`config.mk`:
```
export PLATFORM = sky130hd
export DESIGN_NAME = uart_tx_mmio_flat
export DESIGN_NICKNAME = d
export VERILOG_FILES = /design/src/rtl/uart_tx_mmio_pkg.sv /design/src/rtl/uart_tx_mmio_if.sv /design/src/rtl/uart_tx_fifo.sv /design/src/rtl/uart_tx_mmio.sv /design/src/flat_wrapper.sv
export SDC_FILE = /design/constraint.sdc
export NUM_CORES = 1
export LEC_CHECK = 0
export BUFFER_PORTS_ARGS = -buffer_cell sky130_fd_sc_hd__buf_4
export CAP_MARGIN = 10
export CORE_MARGIN = 4
export CORE_UTILIZATION = 50
export DETAILED_ROUTE_END_ITERATION = 8
export GPL_TIMING_DRIVEN = 1
export PLACE_DENSITY = 0.72
export SYNTH_ARGS = -nofsm -noshare
export SYNTH_HDL_FRONTEND = slang
export SYNTH_SLANG_ARGS = --single-unit
```
`constraint.sdc`:
```
create_clock -name clk_i -period 2.5 [get_ports clk_i]
set_input_delay 0.25 -clock clk_i [delete_from_list [all_inputs] [get_ports clk_i]]
set_output_delay 0.25 -clock clk_i [all_outputs]
set_load 0.02 [all_outputs]
```
`src/rtl/uart_tx_mmio_pkg.sv`:
```
// Shared widths, register map, status layout and FSM encoding for the MMIO UART transmitter.
package uart_tx_mmio_pkg;

  localparam int unsigned ADDR_WIDTH = 32;
  localparam int unsigned DATA_WIDTH = 32;
  localparam int unsigned BYTE_WIDTH = 8;
  localparam int unsigned CNT_WIDTH  = 16;
  localparam int unsigned BIT_WIDTH  = 3;

  localparam int unsigned UART_TXDATA_OFF = 0;
  localparam int unsigned UART_STATUS_OFF = 4;
  localparam int unsigned UART_CTRL_OFF   = 8;
  localparam int unsigned UART_WIN_BYTES  = 12;

  localparam int unsigned UART_ST_BUSY  = 0;
  localparam int unsigned UART_ST_FULL  = 1;
  localparam int unsigned UART_ST_EMPTY = 2;
  localparam int unsigned UART_ST_OVF   = 3;

  typedef enum logic [1:0] {
    UART_IDLE  = 2'd0,
    UART_START = 2'd1,
    UART_DATA  = 2'd2,
    UART_STOP  = 2'd3
  } uart_state_e;

  // Field order matches the UART_ST_* bit indices (busy is bit 0).
  typedef struct packed {
    logic ovf;
    logic empty;
    logic full;
    logic busy;
  } uart_status_t;

  function automatic logic [1:0] reg_index(input int unsigned off);
    return 2'(off >> 2);
  endfunction

  localparam logic [1:0] REG_TXDATA = reg_index(UART_TXDATA_OFF);
  localparam logic [1:0] REG_STATUS = reg_index(UART_STATUS_OFF);
  localparam logic [1:0] REG_CTRL   = reg_index(UART_CTRL_OFF);

endpackage

```
`src/rtl/uart_tx_mmio_if.sv`:
```
// Data-memory bus slice seen by the UART window: MEM-side write request plus combinational read-back.
interface uart_tx_mmio_if;
  import uart_tx_mmio_pkg::*;

  logic                  we_i;
  logic [ADDR_WIDTH-1:0] addr_i;
  logic [DATA_WIDTH-1:0] data_i;
  logic                  sel_o;
  logic [DATA_WIDTH-1:0] rdata_o;

  modport master (output we_i, addr_i, data_i, input  sel_o, rdata_o);
  modport slave  (input  we_i, addr_i, data_i, output sel_o, rdata_o);

endinterface

```
`src/rtl/uart_tx_fifo.sv`:
```
// Byte FIFO feeding the serialiser; pointers carry one extra wrap bit to tell full from empty.
module uart_tx_fifo
  import uart_tx_mmio_pkg::*;
#(
  parameter int unsigned DEPTH = 4
) (
  input  logic                  clk,
  input  logic                  rst_n,
  input  logic                  push,
  input  logic                  pop,
  input  logic [BYTE_WIDTH-1:0] din,
  output logic [BYTE_WIDTH-1:0] dout,
  output logic                  full,
  output logic                  empty
);

  localparam int unsigned AW = $clog2(DEPTH);
  localparam int unsigned PW = AW + 1;

  logic [PW-1:0]         wr_ptr;
  logic [PW-1:0]         rd_ptr;
  logic [BYTE_WIDTH-1:0] mem [DEPTH];

  always_ff @(posedge clk or negedge rst_n) begin
    if (!rst_n) begin
      wr_ptr <= '0;
      rd_ptr <= '0;
    end else begin
      if (push) wr_ptr <= wr_ptr + PW'(1);
      if (pop)  rd_ptr <= rd_ptr + PW'(1);
    end
  end

  // Storage needs no reset; the pointers alone define validity.
  always_ff @(posedge clk) begin
    if (push) mem[wr_ptr[AW-1:0]] <= din;
  end

  assign dout  = mem[rd_ptr[AW-1:0]];
  assign empty = (wr_ptr == rd_ptr);
  assign full  = (wr_ptr[AW] != rd_ptr[AW]) && (wr_ptr[AW-1:0] == rd_ptr[AW-1:0]);

endmodule

```
`src/rtl/uart_tx_mmio.sv`:
```
// Memory-mapped 8N1 UART transmitter: TXDATA/STATUS/CTRL window, TX FIFO and bit serialiser.
// Optional interrupt output and CTRL.irq_en are built only when UART_TX_IRQ_EN is defined.
module uart_tx_mmio
  import uart_tx_mmio_pkg::*;
#(
  parameter logic [ADDR_WIDTH-1:0] BASE_ADDR  = 32'h1000_0000,
  parameter int unsigned           CLK_DIV    = 868,
  parameter int unsigned           FIFO_DEPTH = 4
) (
  input  logic           clk_i,
  input  logic           rst_i,
  uart_tx_mmio_if.slave  bus,
`ifdef UART_TX_IRQ_EN
  output logic           irq_o,
`endif
  output logic           tx_o
);

  localparam logic [CNT_WIDTH-1:0] CNT_RELOAD = CNT_WIDTH'(CLK_DIV - 1);

  logic [ADDR_WIDTH-1:0] offset;
  logic [1:0]            reg_idx;
  logic                  sel_c;
  logic                  wr_txdata;
  logic                  wr_status;
  logic                  wr_ctrl;
  logic [DATA_WIDTH-1:0] rdata_c;
  logic                  unused_data;

  logic                  fifo_push;
  logic                  fifo_pop;
  logic                  fifo_full;
  logic                  fifo_empty;
  logic [BYTE_WIDTH-1:0] fifo_dout;

  uart_state_e           state_q, state_d;
  logic [CNT_WIDTH-1:0]  cnt_q, cnt_d;
  logic [BIT_WIDTH-1:0]  bit_q, bit_d;
  logic [BYTE_WIDTH-1:0] shift_q, shift_d;
  logic                  tx_d;
  logic                  ovf_q;
  uart_status_t          status;

  // Unsigned wrap makes addresses below BASE_ADDR fall outside the window too.
  assign offset      = bus.addr_i - BASE_ADDR;
  assign sel_c       = (offset < ADDR_WIDTH'(UART_WIN_BYTES));
  assign reg_idx     = offset[3:2];
  assign wr_txdata   = bus.we_i & sel_c & (reg_idx == REG_TXDATA);
  assign wr_status   = bus.we_i & sel_c & (reg_idx == REG_STATUS);
  assign wr_ctrl     = bus.we_i & sel_c & (reg_idx == REG_CTRL);
  assign unused_data = ^bus.data_i[DATA_WIDTH-1:BYTE_WIDTH];

  // A full FIFO still accepts the byte when the serialiser frees a slot on the same edge.
  assign fifo_push = wr_txdata & (~fifo_full | fifo_pop);

  uart_tx_fifo #(.DEPTH(FIFO_DEPTH)) u_fifo (
    .clk   (clk_i),
    .rst_n (rst_i),
    .push  (fifo_push),
    .pop   (fifo_pop),
    .din   (bus.data_i[BYTE_WIDTH-1:0]),
    .dout  (fifo_dout),
    .full  (fifo_full),
    .empty (fifo_empty)
  );

  // Sticky overflow; a simultaneous drop beats a W1C clear.
  always_ff @(posedge clk_i or negedge rst_i) begin
    if (!rst_i) begin
      ovf_q <= 1'b0;
    end else if (wr_txdata & fifo_full & ~fifo_pop) begin
      ovf_q <= 1'b1;
    end else if (wr_status & bus.data_i[UART_ST_OVF]) begin
      ovf_q <= 1'b0;
    end
  end

  always_ff @(posedge clk_i or negedge rst_i) begin
    if (!rst_i) begin
      state_q <= UART_IDLE;
      cnt_q   <= '0;
      bit_q   <= '0;
      shift_q <= '0;
      tx_o    <= 1'b1;
    end else begin
      state_q <= state_d;
      cnt_q   <= cnt_d;
      bit_q   <= bit_d;
      shift_q <= shift_d;
      tx_o    <= tx_d;
    end
  end

  // Serialiser: every bit period ends when the baud counter reaches zero.
  always_comb begin
    state_d  = state_q;
    cnt_d    = cnt_q;
    bit_d    = bit_q;
    shift_d  = shift_q;
    tx_d     = tx_o;
    fifo_pop = 1'b0;
    case (state_q)
      UART_IDLE: begin
        tx_d = 1'b1;
        if (!fifo_empty) begin
          fifo_pop = 1'b1;
          shift_d  = fifo_dout;
          cnt_d    = CNT_RELOAD;
          tx_d     = 1'b0;
          state_d  = UART_START;
        end
      end
      UART_START: begin
        if (cnt_q == '0) begin
          cnt_d   = CNT_RELOAD;
          bit_d   = '0;
          tx_d    = shift_q[0];
          state_d = UART_DATA;
        end else begin
          cnt_d = cnt_q - CNT_WIDTH'(1);
        end
      end
      UART_DATA: begin
        if (cnt_q == '0) begin
          cnt_d = CNT_RELOAD;
          if (bit_q == BIT_WIDTH'(BYTE_WIDTH - 1)) begin
            tx_d    = 1'b1;
            state_d = UART_STOP;
          end else begin
            bit_d   = bit_q + BIT_WIDTH'(1);
            shift_d = {1'b0, shift_q[BYTE_WIDTH-1:1]};
            tx_d    = shift_q[1];
          end
        end else begin
          cnt_d = cnt_q - CNT_WIDTH'(1);
        end
      end
      UART_STOP: begin
        if (cnt_q == '0) begin
          if (!fifo_empty) begin
            fifo_pop = 1'b1;
            shift_d  = fifo_dout;
            cnt_d    = CNT_RELOAD;
            tx_d     = 1'b0;
            state_d  = UART_START;
          end else begin
            tx_d    = 1'b1;
            state_d = UART_IDLE;
          end
        end else begin
          cnt_d = cnt_q - CNT_WIDTH'(1);
        end
      end
      default: state_d = UART_IDLE;
    endcase
  end

`ifdef UART_TX_IRQ_EN
  logic irq_en_q;

  always_ff @(posedge clk_i or negedge rst_i) begin
    if (!rst_i) begin
      irq_en_q <= 1'b0;
      irq_o    <= 1'b0;
    end else begin
      if (wr_ctrl) irq_en_q <= bus.data_i[0];
      irq_o <= irq_en_q & fifo_empty & (state_q == UART_IDLE);
    end
  end
`else
  logic unused_ctrl;
  assign unused_ctrl = wr_ctrl;
`endif

  assign status.busy  = (state_q != UART_IDLE);
  assign status.full  = fifo_full;
  assign status.empty = fifo_empty;
  assign status.ovf   = ovf_q;

  // Read port depends only on address and registered state.
  always_comb begin
    rdata_c = '0;
    if (sel_c) begin
      case (reg_idx)
        REG_STATUS: rdata_c = DATA_WIDTH'(status);
`ifdef UART_TX_IRQ_EN
        REG_CTRL:   rdata_c = DATA_WIDTH'(irq_en_q);
`endif
        default:    rdata_c = '0;
      endcase
    end
  end

  assign bus.sel_o   = sel_c;
  assign bus.rdata_o = rdata_c;

endmodule
```
`src/flat_wrapper.sv`:
```
// flat-port wrapper written by rule: the top's interface ports become plain ports
module uart_tx_mmio_flat import uart_tx_mmio_pkg::*;
#(
  parameter logic [ADDR_WIDTH-1:0] BASE_ADDR  = 32'h1000_0000,
  parameter int unsigned           CLK_DIV    = 868,
  parameter int unsigned           FIFO_DEPTH = 4
)
  (clk_i, rst_i, tx_o, bus_we_i, bus_addr_i, bus_data_i, bus_sel_o, bus_rdata_o);
  uart_tx_mmio_if bus_i ();
  input  logic clk_i;
  input  logic rst_i;
  output logic tx_o;
  input wire logic [$bits(bus_i.we_i)-1:0] bus_we_i;
  input wire logic [$bits(bus_i.addr_i)-1:0] bus_addr_i;
  input wire logic [$bits(bus_i.data_i)-1:0] bus_data_i;
  output wire logic [$bits(bus_i.sel_o)-1:0] bus_sel_o;
  output wire logic [$bits(bus_i.rdata_o)-1:0] bus_rdata_o;
  assign bus_i.we_i = bus_we_i;
  assign bus_i.addr_i = bus_addr_i;
  assign bus_i.data_i = bus_data_i;
  assign bus_sel_o = bus_i.sel_o;
  assign bus_rdata_o = bus_i.rdata_o;
  uart_tx_mmio #(.BASE_ADDR(BASE_ADDR), .CLK_DIV(CLK_DIV), .FIFO_DEPTH(FIFO_DEPTH)) u_core (.clk_i(clk_i), .rst_i(rst_i), .bus(bus_i), .tx_o(tx_o));
endmodule
```
==> results.py <==
metrics = {
    "worst_setup_path": {
        "slowest_stage": "dfrtp_1",
        "max_stage_delay_ns": 0.44,
        "critical_path_class": "reg -> reg",
        "crit_chain": "inv_1 > ha_1 > nor4b_4 > nand4_2 > o2111ai_2 > and3_1 > and2_1 > buf_12",
        "required_ns": 2.57,
        "start_kind": "flop",
        "critPathArrivalTime_ns": 2.39,
        "end_kind": "flop",
        "critPathMaxFanout": 8,
    },
    "logic_synthesis": {
        "synth_cell_types": 65,
        "muxShareOfSynthArea": 0.1152,
        "async_reset_ff_frac": 0.5362,
        "yosys.area.top_type_share": 0.2499,
        "synthAdderAreaFrac": 0.04230,
        "syn_inst": 318,
        "synth_top_family_by_area": "simple AND/OR/NAND/NOR gates",
        "synth_edf_count": 32,
        "ys.warnings.count": 0,
        "yosys_register_bits": 69,
        "yosys-top-cells-area": "edfxtp_1, dfrtp_1, buf_4",
        "synthSimpleGateAreaFrac": 0.1627,
        "synth_top_area_cell": "edfxtp_1",
        "syn_area_um2": 3845,
        "synth-xor-area-share": 0.02278,
        "synth_most_common_cell": "dfrtp_1",
        "synth_commonest_cells": "dfrtp_1, edfxtp_1, buf_4",
        "postSynthAreaPerCell_um2": 12.09,
        "synth_compound_area_frac": 0.08916,
        "ys_seq_area_frac": 0.4911,
        "synth_top_flop_cell": "dfrtp_1",
    },
    "floorplanning": {
        "core-area_um2": 7370,
        "die_h_um": 95.69,
        "fp.dieW_um": 95.69,
        "io_pins": 101,
        "die-area_um2": 9157,
        "std_cell_rows": 31,
        "start_util": 0.5217,
    },
    "global_route": {
        "grt_use_met2": 0.3028,
        "grt_util_met1": 0.2260,
        "overflow": 0,
        "grt_max_degree": 38,
        "grt_busiest_layer": "met2",
        "grt_use_total": 0.1807,
        "first_global_vias": 2649,
        "grt_antenna_before_repair": 0,
        "met3_usage": 0.04066,
        "grt_pass1_wl_um": 12500,
    },
    "clocking": {
        "clock-sinks": 69,
        "cts.path.max_buffers": 2,
        "cts_tree": "built",
        "clk_latency_ns": 0.35,
        "cts-htree-levels": 3,
        "cts_buffers": 9,
        "root_buffer": "clkbuf_8",
        "clk_pin_slew_worst_paths_ns": 0.09,
    },
    "place": {
        "portBuffers": 46,
        "dp_hpwl_um": 5595,
        "gp_congestion": 0.8815,
        "place_inst": 470,
        "pre_cts_slack_ns": 0.1478,
    },
    "sta": {
        "setup_viol": 0,
        "min_period_ns": 2.324,
        "fmax_mhz": 430.3,
        "rsz0062_at_grt": "false",
        "fin_ws_ns": 0.1762,
        "hold_violations": 0,
        "drv_slew": 0,
        "skew_ns": 0.01182,
        "fin_crit_sh": 0.9295,
        "setup_tns_ns": 0,
    },
    "final_layout": {
        "syn_to_final_growth_pct": 18.39,
        "diodes": 0,
        "drive_above_1_share": 0.3170,
        "nFillCells": 559,
        "final-instance-count-excl-fill": 487,
        "nNetsFinal": 463,
    },
    "worst_hold_path": {
        "hold_class": "in -> reg",
    },
    "pwr": {
        "peakVddDrop_uv": 530.4,
        "leakage_nw": 1.957,
        "pwr_density_cell_nw_per_um2": 474.5,
        "power.total_mw": 2.160,
    },
    "route": {
        "via_per_inst": 5.466,
        "postRouteAntennaNets": 0,
        "drt_iter0_drc": 123,
        "dr.pass1.iters": 4,
        "drc": 0,
        "drt-total-wl_um": 7624,
        "post_drt_wl_per_cell_um": 15.66,
        "vias": 2662,
    },
    "flow_run": {
        "drv_cap": 0,
    },
    "status": {
        "status": "finished, final reports clean",
    },
}
-- stage by stage --
step | cell area [µm²] | util | hold WS, ns
CTS | 4543 | 0.6165 | 0.08222
global placement | 4347 | 0.5898 | 0.2402
finish | 4552 | 0.6177 | 0.09490
global route | 4552 | 0.6177 | 0.08016
detailed placement | 4347 | 0.5898 | 0.2484
floorplan | 3946 | - | -0.04559
-- critical path: cells and delay by family (launching register included) --
kind / cells / cell delay, ns
AO/OA/AOI/OAI: 1 / 0.26
adder cells (fa/ha/maj): 1 / 0.15
buffers and inverters: 2 / 0.25
flip-flops: 1 / 0.44
AND/OR/NAND/NOR: 4 / 0.93
-- area by class of cell --
type,instances,area [µm²],area share
flip-flops and latches,69,1888,0.4148
inverters,10,37.54,0.008246
clock inverters,7,62.56,0.01374
clock buffers,9,123.9,0.02721
repair buffers,65,540.5,0.1187
multi-input cells,228,1775,0.3900
well taps,99,123.9,0.02721
-- path summary, 6_finish.rpt --
check | start | slack (ns) | depth (start not counted) | end
max | u_core.cnt_q[1] | 0.18 | 8 | u_core.u_fifo.mem[0][0]
min | bus_data_i[6] | 0.09 | 1 | u_core.u_fifo.mem[2][6]
max reg2reg | u_core.cnt_q[1] | 0.18 | 8 | u_core.u_fifo.mem[0][0]
min reg2reg | u_core.ovf_q | 0.49 | 2 | u_core.ovf_q
max in group asynchronous | rst_i | 1.74 | 2 | u_core.tx_o
min in group asynchronous | rst_i | 0.39 | 2 | u_core.cnt_q[12]
-- flip-flops by register name (all words and copies together), names as in the netlist --
name                  cells
u_core.u_fifo.rd_ptr      3
u_core.u_fifo.wr_ptr      3
u_core.state_q            2
u_core.bit_q              3
u_core.tx_o               1
u_core.ovf_q              1
u_core.u_fifo.mem        32
u_core.cnt_q             16
u_core.shift_q            8
-- layer usage --
metal,vias to the layer above,share of wire
met3,16,0.050
met2,89,0.51
met4,0,0.018
li1,1273,-
met1,1284,0.42
met5,-,0
-- kinds of logic after synthesis --
| kind of cell | Yosys count |
|---|---|
| and+or+nand+nor | 101 |
| DFF | 69 |
| buffers and inverters | 48 |
| AOI/OAI and AO/OA | 47 |
| muxes | 29 |
| adders and majority gates | 13 |
| xor gates and xnor gates | 10 |
| other | 1 |
-- placed cells by master (no fill, tap or decap), drive strengths merged, types with 3 or more instances in the layout --
cell type,Yosys,final
a31oi,5,5
ha,13,13
nor3,10,10
nor4,11,11
mux4,8,8
xor2,6,6
inv,10,15
o22ai,3,3
clkbuf,6,9
or4,6,6
a21oi,9,9
edfxtp,32,32
nor2,20,20
and2,4,4
nor4b,5,5
xnor2,4,4
or3,5,5
dfrtp,36,36
o21ai,12,12
mux2,18,18
mux2i,3,3
buf,32,64
nand3,3,3
nand2,19,19
nand4,6,6
nor2b,3,3
conb,1,28
-- power breakdown --
group	switching [mW]	internal [mW]
logic	0.0653	0.0432
registers	0.00000000393	1.19
clock network	0.482	0.382
-- timing repair --
| item | 4_1_cts | 5_1_grt |
|---|---|---|
| setup endpoints to repair | 0 | 33 |
| hold endpoints to repair | 36 | 0 |
| buffers inserted | 0 | 0 |
| hold buffers | 1 | 0 |
| gates resized for setup | 0 | 1 |
Power figures use the tool's default switching activity.
